<file path="src/rtl/hex_display_driver.sv">
// hex_display_driver: sequential double-dabble of a 17-bit GPIO write onto five active-low 7-seg displays.
// Latency 18 cycles from write to display update; one-deep pending buffer (latest wins) absorbs writes while busy.
// Optional macro HEX_BLANK_LEADING_ZEROS_EN blanks leading zero digits (HEX0 always shown).
module hex_display_driver #(
  parameter int NBITS   = 17,
  parameter int NDIGITS = 5
) (
  input  logic                 clk,
  input  logic                 rst_n,
  input  logic                 gpio_we,
  input  logic [31:0]          gpio_data,
  output logic                 busy,
  output logic [4*NDIGITS-1:0] bcd,
  output logic [6:0]           HEX0,
  output logic [6:0]           HEX1,
  output logic [6:0]           HEX2,
  output logic [6:0]           HEX3,
  output logic [6:0]           HEX4
);

  localparam int BW = 4 * NDIGITS;
  localparam logic [6:0] SEG_BLANK = 7'b1111111;
  localparam logic [6:0] SEG_DASH  = 7'b0111111;

  typedef enum logic [1:0] {IDLE, CONV, UPDATE} state_t;

  state_t           state_q, state_d;
  logic [NBITS-1:0] bin_q, pend_dat, cap_val;
  logic             pend_vld, ovf_q;
  logic             capture, do_shift, do_update;
  logic [4:0]       cnt_q;
  logic [BW-1:0]    acc_q, acc_adj, bcd_q;
  logic [6:0]       hex_q [NDIGITS];
  logic [NDIGITS-1:0] blank;
  logic             unused_hi_bits;

  assign unused_hi_bits = ^gpio_data[31:NBITS];

  function automatic logic [6:0] seg7(input logic [3:0] d);
    case (d)
      4'd0:    seg7 = 7'b1000000;
      4'd1:    seg7 = 7'b1111001;
      4'd2:    seg7 = 7'b0100100;
      4'd3:    seg7 = 7'b0110000;
      4'd4:    seg7 = 7'b0011001;
      4'd5:    seg7 = 7'b0010010;
      4'd6:    seg7 = 7'b0000010;
      4'd7:    seg7 = 7'b1111000;
      4'd8:    seg7 = 7'b0000000;
      4'd9:    seg7 = 7'b0010000;
      default: seg7 = SEG_BLANK;
    endcase
  endfunction

  always_ff @(posedge clk or negedge rst_n) begin
    if (!rst_n) state_q <= IDLE;
    else        state_q <= state_d;
  end

  always_comb begin
    state_d   = state_q;
    capture   = 1'b0;
    do_shift  = 1'b0;
    do_update = 1'b0;
    case (state_q)
      IDLE: begin
        if (gpio_we || pend_vld) begin
          capture = 1'b1;
          state_d = CONV;
        end
      end
      CONV: begin
        do_shift = 1'b1;
        if (cnt_q == 5'(NBITS - 1)) state_d = UPDATE;
      end
      UPDATE: begin
        do_update = 1'b1;
        if (gpio_we || pend_vld) begin
          capture = 1'b1;
          state_d = CONV;
        end else begin
          state_d = IDLE;
        end
      end
      default: state_d = IDLE;
    endcase
  end

  // A fresh write beats a buffered one; the buffered value is then dropped.
  assign cap_val = gpio_we ? gpio_data[NBITS-1:0] : pend_dat;

  always_comb begin
    acc_adj = acc_q;
    for (int i = 0; i < NDIGITS; i++) begin
      if (acc_q[4*i +: 4] >= 4'd5) acc_adj[4*i +: 4] = acc_q[4*i +: 4] + 4'd3;
    end
  end

  always_comb begin
    blank = '0;
`ifdef HEX_BLANK_LEADING_ZEROS_EN
    begin : lead_zero
      logic lead;
      lead = 1'b1;
      for (int i = NDIGITS - 1; i >= 1; i--) begin
        if (acc_q[4*i +: 4] != 4'd0) lead = 1'b0;
        blank[i] = lead;
      end
    end
`endif
  end

  always_ff @(posedge clk or negedge rst_n) begin
    if (!rst_n) begin
      pend_vld <= 1'b0;
      pend_dat <= '0;
    end else if (capture) begin
      pend_vld <= 1'b0;
    end else if (gpio_we && state_q != IDLE) begin
      pend_vld <= 1'b1;
      pend_dat <= gpio_data[NBITS-1:0];
    end
  end

  always_ff @(posedge clk or negedge rst_n) begin
    if (!rst_n) begin
      bin_q <= '0;
      acc_q <= '0;
      cnt_q <= '0;
      ovf_q <= 1'b0;
    end else if (capture) begin
      bin_q <= cap_val;
      acc_q <= '0;
      cnt_q <= '0;
      ovf_q <= (cap_val > NBITS'(99999));
    end else if (do_shift) begin
      {acc_q, bin_q} <= {acc_adj, bin_q} << 1;
      cnt_q          <= cnt_q + 5'd1;
    end
  end

  // Displays only move here, so intermediate accumulator values never show.
  always_ff @(posedge clk or negedge rst_n) begin
    if (!rst_n) begin
      bcd_q <= '0;
      for (int i = 0; i < NDIGITS; i++) hex_q[i] <= SEG_BLANK;
    end else if (do_update) begin
      bcd_q <= ovf_q ? {NDIGITS{4'h9}} : acc_q;
      for (int i = 0; i < NDIGITS; i++) begin
        if (ovf_q)         hex_q[i] <= SEG_DASH;
        else if (blank[i]) hex_q[i] <= SEG_BLANK;
        else               hex_q[i] <= seg7(acc_q[4*i +: 4]);
      end
    end
  end

  assign busy = (state_q != IDLE);
  assign bcd  = bcd_q;
  assign HEX0 = hex_q[0];
  assign HEX1 = hex_q[1];
  assign HEX2 = hex_q[2];
  assign HEX3 = hex_q[3];
  assign HEX4 = hex_q[4];

endmodule

</file>
<file path="config.mk">
export PLATFORM = sky130hd
export DESIGN_NAME = hex_display_driver
export DESIGN_NICKNAME = d
export VERILOG_FILES = /design/src/rtl/hex_display_driver.sv
export SDC_FILE = /design/constraint.sdc
export NUM_CORES = 1
export LEC_CHECK = 0
export CAP_MARGIN = 20
export CORE_MARGIN = 10
export CORE_UTILIZATION = 59
export DETAILED_ROUTE_END_ITERATION = 12
export PLACE_DENSITY = 0.86
export SLEW_MARGIN = 20
export SYNTH_ARGS = -nofsm -noshare
export SYNTH_HDL_FRONTEND = slang
export SYNTH_SLANG_ARGS = --single-unit
</file>
<file path="constraint.sdc">
create_clock -name clk -period 3.6 [get_ports clk]
set_clock_uncertainty 0.05 [all_clocks]
set_input_delay 1.08 -clock clk [delete_from_list [all_inputs] [get_ports clk]]
set_output_delay 1.08 -clock clk [all_outputs]
set_load 0.1 [all_outputs]
</file>
==> results of run 1 <==
[cell families (layout without fill, tap and decap cells)]
| group | after synthesis | in the layout |
|---|---|---|
| muxes | 42 | 42 |
| xor gates and xnor gates | 8 | 8 |
| DFF | 118 | 118 |
| adders and majority gates | 27 | 27 |
| buffers and inverters | 63 | 140 |
| and+or+nand+nor | 173 | 173 |
| AOI/OAI and AO/OA | 164 | 164 |
[layout by cell type (no fill, tap or decap), drive strengths merged, types with 13 or more instances in the layout]
cell | Yosys | final
o22a | 15 | 15
o31ai | 17 | 17
dfrtp | 83 | 83
buf | 23 | 68
ha | 27 | 27
a221o | 15 | 15
dfstp | 35 | 35
clkdlybuf4s50 | 0 | 18
nand2 | 63 | 63
nor2 | 73 | 73
nand3 | 13 | 13
clkbuf | 18 | 22
mux2 | 18 | 18
o21ai | 48 | 48
a21oi | 41 | 41
inv | 22 | 22
mux2i | 24 | 24
[through the flow]
step           std cells  area (µm²)
2_1_floorplan        595        5960
3_3_place_gp         773        6640
3_5_place_dp         773        6640
6_report             805        7200
4_1_cts              805        7190
5_1_grt              805        7200
[tightest hold or removal path: stages (launching register included)]
cell and delay, ns:
sky130_fd_sc_hd__dfrtp_1 0.34, sky130_fd_sc_hd__nand2_1 0.05, sky130_fd_sc_hd__nand2_1 0.05
[area by class of cell]
class / instances / area [µm²] / area share
Timing Repair Buffer: 86 / 719 / 0.100
Sequential cell: 118 / 3000 / 0.416
Tap cell: 133 / 166 / 0.0231
Multi-Input combinational cell: 414 / 2680 / 0.373
Inverter: 22 / 82.6 / 0.0115
Clock buffer: 22 / 443 / 0.0615
Clock inverter: 10 / 105 / 0.0146
[metal layers]
layer  vias to the layer above  wire (µm)
met1                      2343       5780
met4                         0        295
met2                       179       6800
li1                       2232          -
met3                        27        912
met5                         -          0
[path summary, 6_finish.rpt]
path,slack (ns),from,cells past startpoint,to
worst max-delay path,0.87,state_q[0],2,busy
worst min-delay path,0.43,bcd[16],2,bcd[16]
worst max register to register,1.47,ovf_q,5,HEX3[1]
worst min register to register,0.43,bcd[16],2,bcd[16]
max in group asynchronous,2.31,rst_n,2,pend_dat[2]
min in group asynchronous,0.56,rst_n,1,bcd[2]
[flip-flops by register name (all words and copies together) (netlist names)]
| signal | count |
|---|---|
| HEX3 | 7 |
| bcd | 20 |
| pend_vld | 1 |
| state_q | 2 |
| acc_q | 20 |
| pend_dat | 17 |
| HEX2 | 7 |
| bin_q | 17 |
| HEX0 | 7 |
| ovf_q | 1 |
| cnt_q | 5 |
| HEX1 | 7 |
| HEX4 | 7 |
==> reports/metrics.json, run 1 <==
{
  "timing": {
    "worstMarginPinSlew_ns": 0.926,
    "max_slew_margin": 0.382,
    "post-route-worst-setup-slack_ns": 0.874,
    "final.period_utilization": 0.757,
    "finalMaxSlewViolations": 0,
    "rsz_0062_raised_after_global_routing": "false",
    "fmaxAchievable_mhz": 367,
    "final_hold_viol_count": 0,
    "setup_failing_eps_final": 0,
    "fin_hold_ws_ns": 0.425,
    "setup_total_negative_slack_ns": 0,
    "layout_min_cycle_time_ns": 2.73
  },
  "critical_path": {
    "worstPathMaxFanout": 10,
    "crit_arrival_ns": 1.60,
    "critical-path-top-delay-family": "flip-flops",
    "timing.setup.critical_path_class": "reg2out",
    "timing.critical_path.from_type": "flip-flop",
    "worstPathCellList": "or2_2 -> buf_4",
    "cp.required_ns": 2.47,
    "crit_path_max_incr_delay_ns": 0.51,
    "crit_slowest_cell": "sky130_fd_sc_hd__dfrtp_1",
    "cp_num_buf_inv": 1,
    "endpoint_kind": "primary output"
  },
  "yosys": {
    "leading_area_contributor_after_synthesis": "sky130_fd_sc_hd__dfrtp_1",
    "dominantRegCellSynth": "sky130_fd_sc_hd__dfrtp_1",
    "ys.warnings.count": 0,
    "netlist.area_leader.share": 0.348,
    "synth.ff_latch_count": 118,
    "synthArstFlopShare": 1.00,
    "postSynthCellCount": 595,
    "synth_mux_area_frac": 0.0743,
    "number_of_enable_type_register_cells_in_the_synthesized_netlist": 0,
    "synth_most_common_cell": "sky130_fd_sc_hd__dfrtp_1",
    "synth_nets": 657,
    "netlist_top_cells_count": "83 x sky130_fd_sc_hd__dfrtp_1, 72 x sky130_fd_sc_hd__nor2_1, 62 x sky130_fd_sc_hd__nand2_1, 46 x sky130_fd_sc_hd__o21ai_0, 41 x sky130_fd_sc_hd__a21oi_1",
    "avgSynthCellArea_um2": 10.0,
    "share_of_the_synthesized_netlist_area_taken_by_xor_and_xnor_gates": 0.0117,
    "syn-cell-area_um2": 5960,
    "dominant_combinational_cell_family_by_area_after_synthesis": "compound AO/OA/AOI/OAI gates",
    "synth_compound_gate_area_share": 0.182,
    "synthAdderAreaFrac": 0.0567,
    "unique_cell_type_count_in_the_yosys_netlist": 47,
    "yosysSeqAreaShare": 0.503,
    "post_synth_and_or_nand_nor_area_fraction": 0.124,
    "synth.top_cells.by_area": "sky130_fd_sc_hd__dfrtp_1 35%, sky130_fd_sc_hd__dfstp_2 15%, sky130_fd_sc_hd__ha_1 5.7%, sky130_fd_sc_hd__nor2_1 4.5%, sky130_fd_sc_hd__mux2i_1 4.0%"
  },
  "place": {
    "io_buffer_count": 75,
    "place_congestion": 0.905,
    "post-dp-hpwl_um": 9190,
    "place_worst_setup_slack_ns": 0.681
  },
  "final_layout": {
    "num_antenna_cells": 0,
    "layout.filler_cells": 700,
    "layout-drive-gt1-share": 0.234,
    "nets": 721,
    "final_core_util": 0.733,
    "area.growth.synth_to_final_pct": 20.7
  },
  "floorplan": {
    "io-pin-count": 91,
    "die_y_um": 121,
    "die_w_um": 121,
    "initial_utilization": 0.607,
    "die-area_um2": 14500,
    "core.rowCount": 36,
    "core-area_um2": 9820
  },
  "grt": {
    "grt.overflow.total": 0,
    "grt_first_pass_wirelength_um": 23000,
    "grt_pass1_vias": 4723,
    "busiest_layer": "met2",
    "grtUsageMet3": 0.0628,
    "grt_use_met2": 0.317,
    "grtUsageMet1": 0.232,
    "antenna_violations_before_repair": 0,
    "grt_start_max_net_pins": 87,
    "global_route_usage_over_all_layers": 0.194
  },
  "routing": {
    "detailedRoute.firstPassIterationCount": 5,
    "final_antenna_net_count": 0,
    "viasPerCell": 5.94,
    "wl_per_cell_um": 17.1,
    "remaining_drc_errors": 0,
    "detail_route.wirelength_um": 13800,
    "route.vias.total": 4781,
    "initial_drc_count": 360
  },
  "clocking": {
    "worstSkewPairLatency_ns": 0.52,
    "cts_made_buffers": 17,
    "cts_num_sinks": 118,
    "postCtsResizedCells": 0,
    "postCtsHoldBufs": 0,
    "cts-root-buf": "sky130_fd_sc_hd__clkbuf_8",
    "cts.path.max_buffers": 2,
    "ctsHtreeMaxLevel": 4,
    "cts.reportedPaths.clkPinSlew_ns": 0.06,
    "postCtsSetupBuffers": 0,
    "cts_tree": "done"
  },
  "worst_hold_path": {
    "hold_path_class": "reg2reg"
  },
  "run_status": {
    "outcome": "finished, final reports clean"
  },
  "job": {
    "max_cap_violations": 0
  }
}
Power of run 1 is not shown: default switching activity piles up to over one toggle a cycle in this logic, so the estimate is an artifact.
==> run 2: changes to the inputs <==
--- a/config.mk
+++ b/config.mk
@@ -7,9 +7,9 @@
 export LEC_CHECK = 0
 export CAP_MARGIN = 20
 export CORE_MARGIN = 10
-export CORE_UTILIZATION = 59
+export CORE_UTILIZATION = 54
 export DETAILED_ROUTE_END_ITERATION = 12
-export PLACE_DENSITY = 0.86
+export PLACE_DENSITY = 0.8
 export SLEW_MARGIN = 20
 export SYNTH_ARGS = -nofsm -noshare
 export SYNTH_HDL_FRONTEND = slang
==> constraint.sdc (replaced) <==
create_clock -name clk -period 2.6 [get_ports clk]
set_clock_uncertainty 0.05 [all_clocks]
set_input_delay 0.78 -clock clk [delete_from_list [all_inputs] [get_ports clk]]
set_output_delay 0.78 -clock clk [all_outputs]
set_load 0.1 [all_outputs]
==> run 2 against run 1 <==
Compared with the run above:
- sequential share of layout area shrank 0.99 points
- cell count grew 1.7%
- worst setup slack lost 0.65 ns
- highest routed layer unchanged
- critical path depth is the same
- via count shrank 2.7%
- register-to-register slack lost 0.73 ns
- wire length shrank 0.22%
- flip-flop and latch count is the same
- non-clock buffer count grew 7
- first-iteration DRC count shrank 13%
==> reports/metrics.json, run 2 (synthesized netlist as in run 1, its figures left out) <==
{
  "routing": {
    "final_antenna_net_count": {"value": 0, "change": "unchanged"},
    "detailedRoute.firstPassIterationCount": {"value": 4, "change": "-1"},
    "route.vias.total": {"value": 4650, "change": "-2.7%"},
    "wl_per_cell": {"value": 16.8, "unit": "µm", "change": "-1.9%"},
    "viasPerCell": {"value": 5.68, "change": "-4.4%"},
    "initial_drc_count": {"value": 312, "change": "-13%"},
    "detail_route.wirelength": {"value": 13800, "unit": "µm", "change": "-0.22%"},
    "remaining_drc_errors": {"value": 0, "change": "unchanged"}
  },
  "floorplan": {
    "initial_utilization": {"value": 0.550, "change": "-0.0572"},
    "io-pin-count": {"value": 91, "change": "unchanged"},
    "die_w": {"value": 125, "unit": "µm", "change": "+3.8%"},
    "core-area": {"value": 10800, "unit": "µm²", "change": "+10%"},
    "die_y": {"value": 125, "unit": "µm", "change": "+3.8%"},
    "die-area": {"value": 15600, "unit": "µm²", "change": "+7.7%"},
    "core.rowCount": {"value": 38, "change": "+5.6%"}
  },
  "clocking": {
    "cts-root-buf": "sky130_fd_sc_hd__clkbuf_8",
    "cts_made_buffers": {"value": 17, "change": "unchanged"},
    "postCtsHoldBufs": {"value": 0, "change": "unchanged"},
    "worstSkewPairLatency": {"value": 0.51, "unit": "ns", "change": "about the same"},
    "ctsHtreeMaxLevel": {"value": 4, "change": "unchanged"},
    "postCtsSetupBuffers": {"value": 0, "change": "unchanged"},
    "postCtsResizedCells": {"value": 0, "change": "unchanged"},
    "cts.path.max_buffers": {"value": 2, "change": "unchanged"},
    "cts_num_sinks": {"value": 118, "change": "unchanged"},
    "cts.reportedPaths.clkPinSlew": {"value": 0.05, "unit": "ns", "change": "about the same"},
    "cts_tree": "done"
  },
  "place": {
    "io_buffer_count": {"value": 75, "change": "unchanged"},
    "place_congestion": {"value": 0.898, "change": "-0.75%"},
    "post-dp-hpwl": {"value": 9600, "unit": "µm", "change": "+4.5%"},
    "place_worst_setup_slack": {"value": 0.121, "unit": "ns", "change": "-0.559 ns"}
  },
  "critical_path": {
    "cp.required": {"value": 1.77, "unit": "ns", "change": "-0.70 ns"},
    "reg2reg_depth": {"value": 6, "change": "+1"},
    "timing.setup.critical_path_class": "reg2out",
    "worst-r2r-setup-slack": {"value": 0.74, "unit": "ns", "change": "-0.73 ns"},
    "crit_arrival": {"value": 1.55, "unit": "ns", "change": "-0.05 ns"},
    "worstSetupStartpoint": "state_q[0]",
    "critical_register_to_register_path_startpoint": "acc_q[9]",
    "timing.critical_path.from_type": "flip-flop",
    "worstPathMaxFanout": {"value": 10, "change": "unchanged"},
    "endpoint_kind": "primary output",
    "rr_endpoint": "acc_q[10]"
  },
  "timing": {
    "rsz_0062_raised_after_global_routing": "false",
    "worstMarginPinSlew": {"value": 0.634, "unit": "ns", "change": "-0.292 ns"},
    "fmaxAchievable_mhz": 421,
    "max_slew_margin": {"value": 0.577, "change": "+0.195"},
    "setup_total_negative_slack": {"value": 0, "unit": "ns", "change": "unchanged"},
    "setup_failing_eps_final": {"value": 0, "change": "unchanged"},
    "final.period_utilization": 0.914,
    "final_hold_viol_count": {"value": 0, "change": "unchanged"},
    "post-route-worst-setup-slack": {"value": 0.223, "unit": "ns", "change": "-0.651 ns"},
    "layout_min_cycle_time_ns": 2.38,
    "finalMaxSlewViolations": {"value": 0, "change": "unchanged"}
  },
  "final_layout": {
    "mostFrequentLayoutCell": "sky130_fd_sc_hd__dfrtp_1",
    "nets": {"value": 728, "change": "+0.97%"},
    "area.growth.synth_to_final_pct": 23.6,
    "final_cell_mix": "83 x sky130_fd_sc_hd__dfrtp_1, 72 x sky130_fd_sc_hd__nor2_1, 70 x sky130_fd_sc_hd__buf_4",
    "layout.filler_cells": {"value": 847, "change": "+21%"},
    "layout-drive-gt1-share": {"value": 0.239, "change": "+0.00496"},
    "final_core_util": {"value": 0.680, "change": "-0.0529"},
    "num_antenna_cells": {"value": 0, "change": "unchanged"}
  },
  "grt": {
    "grt_first_pass_wirelength": {"value": 23000, "unit": "µm", "change": "about the same"},
    "antenna_violations_before_repair": {"value": 0, "change": "unchanged"},
    "grt_start_max_net_pins": {"value": 49, "change": "-44%"},
    "grt_pass1_vias": {"value": 4794, "change": "+1.5%"},
    "global_route_usage_over_all_layers": {"value": 0.175, "change": "-0.0193"},
    "grt.overflow.total": {"value": 0, "change": "unchanged"}
  },
  "job": {
    "max_cap_violations": {"value": 0, "change": "unchanged"}
  },
  "worst_hold_path": {
    "hold_path_class": "in2async"
  },
  "run_status": {
    "outcome": "finished, final reports clean"
  }
}
-- run 2: changes by cell type in the layout (fill, tap and decap cells not counted) --
cell / previous run / this run
sky130_fd_sc_hd__buf_4: 65 / 70
sky130_fd_sc_hd__clkinv_2: 6 / 1
sky130_fd_sc_hd__buf_12: 2 / 5
sky130_fd_sc_hd__bufinv_16: 2 / 5
sky130_fd_sc_hd__buf_6: 1 / 0
sky130_fd_sc_hd__clkbuf_1: 4 / 5
sky130_fd_sc_hd__clkbuf_8: 2 / 3
sky130_fd_sc_hd__nand2b_1: 7 / 8
sky130_fd_sc_hd__nand2b_2: 1 / 0
-- run 2: worst max-delay path, stage by stage, from the launching register on --
cell and delay [ns]:
sky130_fd_sc_hd__dfrtp_1 0.49, sky130_fd_sc_hd__or2_2 0.36, sky130_fd_sc_hd__buf_12 0.18
-- run 2: layout make-up --
type / count / area [µm²] / area share
sequential: 118 / 3000 / 0.406
multi-input combinational: 414 / 2680 / 0.364
timing repair buffer: 93 / 806 / 0.109
clock buffer: 24 / 460 / 0.0625
tap: 140 / 175 / 0.0238
clock inverter: 8 / 170 / 0.0231
inverter: 22 / 82.6 / 0.0112
-- run 2: worst max-delay path by stage --
stage | to | slack [ns] | cells after the start
floorplan | bin_q[10] | 0.77 | 5
global placement | bin_q[1] | 0.16 | 5
CTS | busy | 0.19 | 2
finish | busy | 0.22 | 2
detailed placement | bin_q[4] | 0.12 | 5
global route | busy | 0.16 | 2
-- run 2: layer usage --
| layer | global-route usage | routed length [µm] | part of all wire |
|---|---|---|---|
| met3 | 0.0452 | 731 | 0.053 |
| met1 | 0.211 | 5910 | 0.43 |
| met2 | 0.297 | 6920 | 0.50 |
| met5 | 0 | 0 | 0 |
| met4 | 0.0589 | 188 | 0.014 |
-- run 2: through the flow --
step,instances,area (µm²),hold slack (ns)
after floorplan,595,5960,0.400
after global placement,787,6740,0.403
after detailed placement,787,6740,0.412
after CTS,819,7370,0.246
after global routing,819,7370,0.272
final,819,7370,0.252
Power of run 2 is left out for the same reason.
==> run 3: changes to the inputs <==
--- a/config.mk
+++ b/config.mk
@@ -10,6 +10,7 @@
 export CORE_UTILIZATION = 54
 export DETAILED_ROUTE_END_ITERATION = 12
 export PLACE_DENSITY = 0.8
+export SKIP_LAST_GASP = 1
 export SLEW_MARGIN = 20
 export SYNTH_ARGS = -nofsm -noshare
 export SYNTH_HDL_FRONTEND = slang
==> results of run 3 <==
No change in the layout: final DEF, timing and power equal those of run 2.
Power of run 3 is left out for the same reason.
